### src/rtl/pipe_trace_buffer.sv
// Pipeline trace buffer: circular capture of per-stage valid/PC with post-trigger stop and oldest-first readout.
// Optional timestamp field per entry when TRACE_TIMESTAMP_EN is defined.
module pipe_trace_buffer #(
  parameter int STAGES    = 5,
  parameter int PC_W      = 32,
  parameter int DEPTH     = 16,
  parameter int POST_TRIG = 4,
  parameter int TS_W      = 16,
  localparam int AW       = $clog2(DEPTH),
`ifdef TRACE_TIMESTAMP_EN
  localparam int TS_ON    = 1,
`else
  localparam int TS_ON    = 0,
`endif
  localparam int ENTRY_W  = STAGES * (PC_W + 1) + TS_ON * TS_W
) (
  input  logic                   Clk,
  input  logic                   Reset,
  input  logic [STAGES-1:0]      stageValid,
  input  logic [STAGES*PC_W-1:0] stagePC,
  input  logic                   arm,
  input  logic                   trigExt,
  input  logic [PC_W-1:0]        trigPC,
  input  logic                   trigPCEn,
  input  logic                   rdReq,
  output logic                   rdValid,
  output logic [ENTRY_W-1:0]     rdData,
  output logic                   rdLast,
  output logic [1:0]             state,
  output logic [AW:0]            entryCount
);

  localparam int CW = AW + 1;
  localparam logic [1:0] ST_IDLE  = 2'd0;
  localparam logic [1:0] ST_ARMED = 2'd1;
  localparam logic [1:0] ST_POST  = 2'd2;
  localparam logic [1:0] ST_DONE  = 2'd3;

  logic [ENTRY_W-1:0] mem_r [DEPTH];
  logic [1:0]         state_r;
  logic [AW-1:0]      wr_ptr_r;
  logic [AW-1:0]      rd_ptr_r;
  logic [CW-1:0]      count_r;
  logic [CW-1:0]      rd_left_r;
  logic [AW-1:0]      post_cnt_r;
  logic               rd_valid_r;
  logic               rd_last_r;
  logic [ENTRY_W-1:0] rd_data_r;

  logic               trig_s;
  logic               wr_en_s;
  logic [AW-1:0]      wr_ptr_inc_s;
  logic [CW-1:0]      count_inc_s;
  logic [AW-1:0]      rd_start_s;
  logic [ENTRY_W-1:0] snapshot_s;

`ifdef TRACE_TIMESTAMP_EN
  logic [TS_W-1:0] ts_r;

  // Free-running cycle counter; never stops across states.
  always_ff @(posedge Clk) begin
    if (Reset) begin
      ts_r <= {TS_W{1'b0}};
    end else begin
      ts_r <= ts_r + TS_W'(1);
    end
  end

  assign snapshot_s = {ts_r, stageValid, stagePC};
`else
  assign snapshot_s = {stageValid, stagePC};
`endif

  // Trigger detect and next-pointer arithmetic shared by capture and readout setup.
  always_comb begin
    trig_s       = trigExt | (trigPCEn & stageValid[0] & (stagePC[PC_W-1:0] == trigPC));
    wr_en_s      = (state_r == ST_ARMED) || (state_r == ST_POST);
    wr_ptr_inc_s = wr_ptr_r + AW'(1);
    count_inc_s  = (count_r == CW'(DEPTH)) ? count_r : count_r + CW'(1);
    // After a wrap the oldest entry sits at the write pointer, which this also yields.
    rd_start_s   = wr_ptr_inc_s - count_inc_s[AW-1:0];
  end

  // Entry storage; deliberately not reset.
  always_ff @(posedge Clk) begin
    if (wr_en_s && !Reset && !arm) begin
      mem_r[wr_ptr_r] <= snapshot_s;
    end
  end

  // Control: arm has priority, then capture or readout depending on state.
  always_ff @(posedge Clk) begin
    if (Reset) begin
      state_r    <= ST_IDLE;
      wr_ptr_r   <= {AW{1'b0}};
      rd_ptr_r   <= {AW{1'b0}};
      count_r    <= {CW{1'b0}};
      rd_left_r  <= {CW{1'b0}};
      post_cnt_r <= {AW{1'b0}};
      rd_valid_r <= 1'b0;
      rd_last_r  <= 1'b0;
      rd_data_r  <= {ENTRY_W{1'b0}};
    end else if (arm) begin
      state_r    <= ST_ARMED;
      wr_ptr_r   <= {AW{1'b0}};
      count_r    <= {CW{1'b0}};
      post_cnt_r <= AW'(POST_TRIG);
      rd_valid_r <= 1'b0;
      rd_last_r  <= 1'b0;
    end else begin
      rd_valid_r <= 1'b0;
      rd_last_r  <= 1'b0;
      case (state_r)
        ST_ARMED: begin
          wr_ptr_r <= wr_ptr_inc_s;
          count_r  <= count_inc_s;
          if (trig_s) begin
            if (POST_TRIG == 0) begin
              state_r   <= ST_DONE;
              rd_ptr_r  <= rd_start_s;
              rd_left_r <= count_inc_s;
            end else begin
              state_r <= ST_POST;
            end
          end
        end
        ST_POST: begin
          wr_ptr_r <= wr_ptr_inc_s;
          count_r  <= count_inc_s;
          if (post_cnt_r == AW'(1)) begin
            state_r   <= ST_DONE;
            rd_ptr_r  <= rd_start_s;
            rd_left_r <= count_inc_s;
          end else begin
            post_cnt_r <= post_cnt_r - AW'(1);
          end
        end
        ST_DONE: begin
          if (rdReq && (rd_left_r != {CW{1'b0}})) begin
            rd_valid_r <= 1'b1;
            rd_last_r  <= (rd_left_r == CW'(1));
            rd_data_r  <= mem_r[rd_ptr_r];
            rd_ptr_r   <= rd_ptr_r + AW'(1);
            rd_left_r  <= rd_left_r - CW'(1);
          end
        end
        default: begin
          state_r <= ST_IDLE;
        end
      endcase
    end
  end

  assign rdValid    = rd_valid_r;
  assign rdLast     = rd_last_r;
  assign rdData     = rd_data_r;
  assign state      = state_r;
  assign entryCount = count_r;

endmodule

### config.mk
export PLATFORM = sky130hd
export DESIGN_NAME = pipe_trace_buffer
export DESIGN_NICKNAME = d
export VERILOG_FILES = /design/src/rtl/pipe_trace_buffer.sv
export SDC_FILE = /design/constraint.sdc
export NUM_CORES = 2
export LEC_CHECK = 0
export ABC_AREA = 1
export BUFFER_PORTS_ARGS = -buffer_cell sky130_fd_sc_hd__buf_2
export CORE_MARGIN = 2
export CORE_UTILIZATION = 55
export CTS_BUF_LIST = sky130_fd_sc_hd__clkbuf_4
export CTS_CLUSTER_SIZE = 20
export DETAILED_ROUTE_END_ITERATION = 8
export HOLD_SLACK_MARGIN = 0.03
export PLACE_DENSITY_LB_ADDON = 0.08
export REMOVE_ABC_BUFFERS = 1
export SYNTH_ARGS = -nofsm -noshare
export SYNTH_HDL_FRONTEND = slang
export SYNTH_SLANG_ARGS = --single-unit
### constraint.sdc
create_clock -name Clk -period 13.8 [get_ports Clk]
set_clock_uncertainty 0.1 [all_clocks]
set_input_delay 1.38 -clock Clk [delete_from_list [all_inputs] [get_ports Clk]]
set_output_delay 1.38 -clock Clk [all_outputs]
set_load 0.005 [all_outputs]
==> results by stage <==
Status:
- The run finished with clean final reports.

Cells and area:
- The leading cell type in the layout, fill and taps excluded is sky130_fd_sc_hd__edfxtp_1.
- In the layout the commonest cells are sky130_fd_sc_hd__edfxtp_1, sky130_fd_sc_hd__nor2_1, sky130_fd_sc_hd__o21ai_0.
- At the end of the flow the core is filled with cells to 61.98%.
- The fraction of layout cells with a size suffix above 1 is 18.13%.
- The net count reported at finish is 8911.
- The fill cell instance count of the final layout is 15538.
- Once layout is done, the placed cells without fillers occupy 122400 um^2.
- The relative area change from synthesis to final layout is 11.88%.

Route:
- The highest layer touched by signal routing is met5.
- The via total after detailed routing is 71170.
- The detail route stage leaves a number of antenna-violating nets equal to 0.
- In the routed design, unresolved DRC markers number 0.
- The sum of met2 wire segment lengths after detailed routing is 146800 um.
- The number of iterations in the first detailed-routing pass is 6.
- Summed over all nets, wire length on met3 after detailed routing comes to 18540 um.
- The mean number of vias per cell is 5.974.
- After the first detailed-routing iteration, the DRC count stood at 6947.
- Summed over all layers, the routed wires come to 295200 um.
- Dividing the detail-routed wire length by the instance count gives 24.78 um.
- The routed length on met1 is 120400 um.

STA:
- Setup violations remaining at the end of the flow were counted as 0.
- Setup repair after global routing left no endpoint under its margin.
- The total count of max-transition violations in the final report is 0.
- The upper clock frequency limit is 180.3 MHz.
- The final-layout setup total negative slack is 0 ns.
- At the pin with the least slew margin, the transition time is 1.234 ns.
- The clock period could shrink to 5.546 ns.
- The number of endpoints with negative hold slack in the final report is 0.
- Dividing the final minimum period by the clock period gives 40.19%.
- In this run the tightest slew margin relative to its limit is 17.71%.

Power:
- The internal power consumption is 13.32 mW.
- The clock network accounts for 41.6% of the total power.
- In this run the static leakage power is 42.19 nW.
- The total power per unit cell area is 139.2 nW/um^2.
- The maximum resistive drop on vdd is 0.08195 mV.
- Of the total power, the share spent switching nets is 21.75%.
- Per report_power, the combinational group accounts for 3.2% of the total.
- The switching power total is 3.705 mW.
- Of the total power, registers draw 55.3%.

Synthesis:
- After synthesis, the netlist uses 37 different library cells.
- The cell taking the most area after synthesis is sky130_fd_sc_hd__edfxtp_1.
- The count of flip-flops with a built-in enable after synthesis is 2640.
- The combined area of all synthesized cells is 109400 um^2.
- The primary flip-flop cell chosen by synthesis mapping is sky130_fd_sc_hd__edfxtp_1.
- The share of synthesized registers carrying an async set or reset is 0%.
- Averaged over all synthesized cells, the footprint is 13.52 um^2.
- The area share of the largest cell type after synthesis is 72.48%.
- The number of instances in the synthesized netlist is 8088.
- Summing the sequential cell areas from Yosys gives 75.98% of the chip area.
- By area the synthesized netlist is led by sky130_fd_sc_hd__edfxtp_1, sky130_fd_sc_hd__o21ai_0, sky130_fd_sc_hd__nor2_1, sky130_fd_sc_hd__dfxtp_1, sky130_fd_sc_hd__o211ai_1.
- During synthesis, Yosys emitted a total of 0 warnings.
- Counting flops and latches in the post-synthesis netlist gives 2831.

Critical path:
- The number of cells on the worst reg-to-reg path is 11.
- The worst register-to-register path begins at rd_ptr_r[0].
- The category of the critical setup timing path is reg -> reg.
- The arrival time reported for the critical path endpoint is 6.74 ns.
- The required time reported for the critical path endpoint is 14.99 ns.
- Across all register-to-register paths, the minimum setup slack is 8.25 ns.
- The capture instance of the worst register-to-register path is rdData[11].
- The worst setup path is launched from a flop.
- The worst-path maximum fanout is 83.
- STA classifies the critical path endpoint as a flop.

CTS:
- The TritonCTS clock tree is built.
- The clock reaches the later pin of the worst-skew pair after 1.39 ns.
- The clock sink count is 2831.
- The number of buffers inserted for hold repair after clock tree synthesis is 0.
- The number of setup buffers added after CTS is 0.
- The post-CTS resize count is 0.
- Clock-pin slew was measured on the worst setup and hold paths at 0.07 ns.
- The H-tree generated during clock tree synthesis spans 6 levels.
- In this run the clock root is driven by a sky130_fd_sc_hd__clkbuf_4.
- The number of CTS-inserted buffers is 727.
- The clock passes through at most 4 buffers.

Global routing:
- The initial antenna violation count is 39.
- The total overflow left after global routing is 0.
- Entering global routing, the biggest net connects 244 pins.
- The total routing resource utilization after global routing is 28.86%.
- The via count of the first global-routing pass is 70995.
- The first global-routing pass estimated 441500 um of wire.

Worst hold path:
- In this run the most critical hold path is launched from stagePC[116].
- For hold timing, the worst endpoint is mem_r[5][116].
- The type of the worst min-delay path is in -> reg.
- The worst hold path stage count is 1.

Die:
- The core outline area is 197400 um^2.
- The standard-cell row count is 163.
- The initial utilization of the core area, before any placement, comes to 55.40%.
- The die is 449.9 um wide.
- The chip height is 449.9 um.
- The floorplan step defined a die boundary enclosing 202400 um^2.
- The number of top-level design ports is 377.

Place:
- At the end of routability-driven placement, the weighted congestion stood at 0.8102.
- The count of buffers added on input and output ports is 376.
- The post-detailed-placement half-perimeter wirelength is 143000 um.
- In this run the cell area measured after placement is 113100 um^2.

Flow run:
- The max capacitance violation total is 0.
==> how the worst max path moves through the flow <==
stage	startpoint	to	slack, ns	cells after the start
floorplan	rd_ptr_r[0]	rdData[132]	-43.45	7
detailed placement	Reset	mem_r[6][125]	7.91	8
finish	rd_ptr_r[0]	rdData[11]	8.25	11
global route	rd_ptr_r[0]	rdData[16]	7.90	11
global placement	Reset	mem_r[6][125]	7.99	8
CTS	rd_ptr_r[0]	rdData[11]	8.28	11
==> layer usage <==
metal | vias to the layer above | global-route usage, %
li1 | 32248 | -
met5 | - | 0
met3 | 436 | 4.583
met2 | 2815 | 47.82
met4 | 6 | 11.97
met1 | 35665 | 38.21
==> critical path: stages, from the launching register on <==
cell                       delay [ns]
sky130_fd_sc_hd__dfxtp_4         0.62
sky130_fd_sc_hd__buf_4           0.51
sky130_fd_sc_hd__buf_4           0.74
sky130_fd_sc_hd__buf_4           0.83
sky130_fd_sc_hd__buf_4           0.79
sky130_fd_sc_hd__buf_4           0.74
sky130_fd_sc_hd__o21ai_0         0.25
sky130_fd_sc_hd__o221ai_1        0.28
sky130_fd_sc_hd__o211ai_1        0.13
sky130_fd_sc_hd__nand3_1         0.13
sky130_fd_sc_hd__o211ai_1        0.10
sky130_fd_sc_hd__inv_1           0.08
==> sequential cells by signal, summed over array words and instances, names as in the netlist <==
name / cells
post_cnt_r: 4
rdData: 165
entryCount: 5
rdLast: 1
mem_r: 2640
rd_ptr_r: 4
rd_left_r: 5
rdValid: 1
state: 2
wr_ptr_r: 4
==> cell usage after synthesis, types with 5 or more instances <==
library cell / instances
sky130_fd_sc_hd__a21oi_1: 127
sky130_fd_sc_hd__buf_1: 15
sky130_fd_sc_hd__buf_2: 163
sky130_fd_sc_hd__buf_4: 25
sky130_fd_sc_hd__buf_6: 8
sky130_fd_sc_hd__clkbuf_1: 397
sky130_fd_sc_hd__dfxtp_1: 191
sky130_fd_sc_hd__edfxtp_1: 2640
sky130_fd_sc_hd__ha_1: 18
sky130_fd_sc_hd__inv_1: 222
sky130_fd_sc_hd__nand2_1: 225
sky130_fd_sc_hd__nand3_1: 176
sky130_fd_sc_hd__nor2_1: 1439
sky130_fd_sc_hd__o211ai_1: 373
sky130_fd_sc_hd__o21ai_0: 1276
sky130_fd_sc_hd__o21ai_1: 140
sky130_fd_sc_hd__o221a_2: 5
sky130_fd_sc_hd__o221ai_1: 298
sky130_fd_sc_hd__o22ai_1: 302
sky130_fd_sc_hd__xnor2_1: 6
sky130_fd_sc_hd__xor2_1: 12
==> area by class of cell <==
| type | instances | area (um^2) | area share [%] |
|---|---|---|---|
| tap | 2640 | 3303 | 2.700 |
| antenna | 29 | 72.57 | 0.05931 |
| inverter | 228 | 909.6 | 0.7434 |
| clock buffer | 1128 | 8468 | 6.921 |
| timing repair buffer | 480 | 2850 | 2.329 |
| clock inverter | 156 | 747.0 | 0.6105 |
| sequential | 2831 | 83110 | 67.93 |
| multi-input combinational | 4421 | 22890 | 18.71 |
==> power groups by stage <==
stage | clock, mW | sequential (mW) | combinational [mW]
after floorplan | 0 | 9.63 | 0.284
after global placement | 0 | 9.60 | 0.524
after detailed placement | 0 | 9.60 | 0.537
after CTS | 7.24 | 9.41 | 0.538
after global routing | 7.71 | 9.41 | 0.591
final | 7.08 | 9.41 | 0.537
==> per-stage QoR <==
step	setup WS, ns	power (mW)	std cells	hold WS (ns)
6_report	8.254	17.03	11913	0.2596
5_1_grt	7.901	17.71	11905	0.1287
4_1_cts	8.283	17.19	11884	0.06247
3_3_place_gp	7.993	10.12	10600	0.3762
3_5_place_dp	7.914	10.13	10600	0.3750
2_1_floorplan	-43.45	9.914	7480	0.3684
==> logic make-up after synthesis <==
group | count (synthesis) | synth area share (%)
AND/OR/NAND/NOR | 1848 | 6.561
flip-flops | 2831 | 75.98
AO/OA/AOI/OAI | 2536 | 13.89
buffers and inverters | 836 | 3.199
XOR/XNOR | 18 | 0.1441
adder cells (fa/ha/maj) | 19 | 0.2242
(Power assumes the default switching activity.)
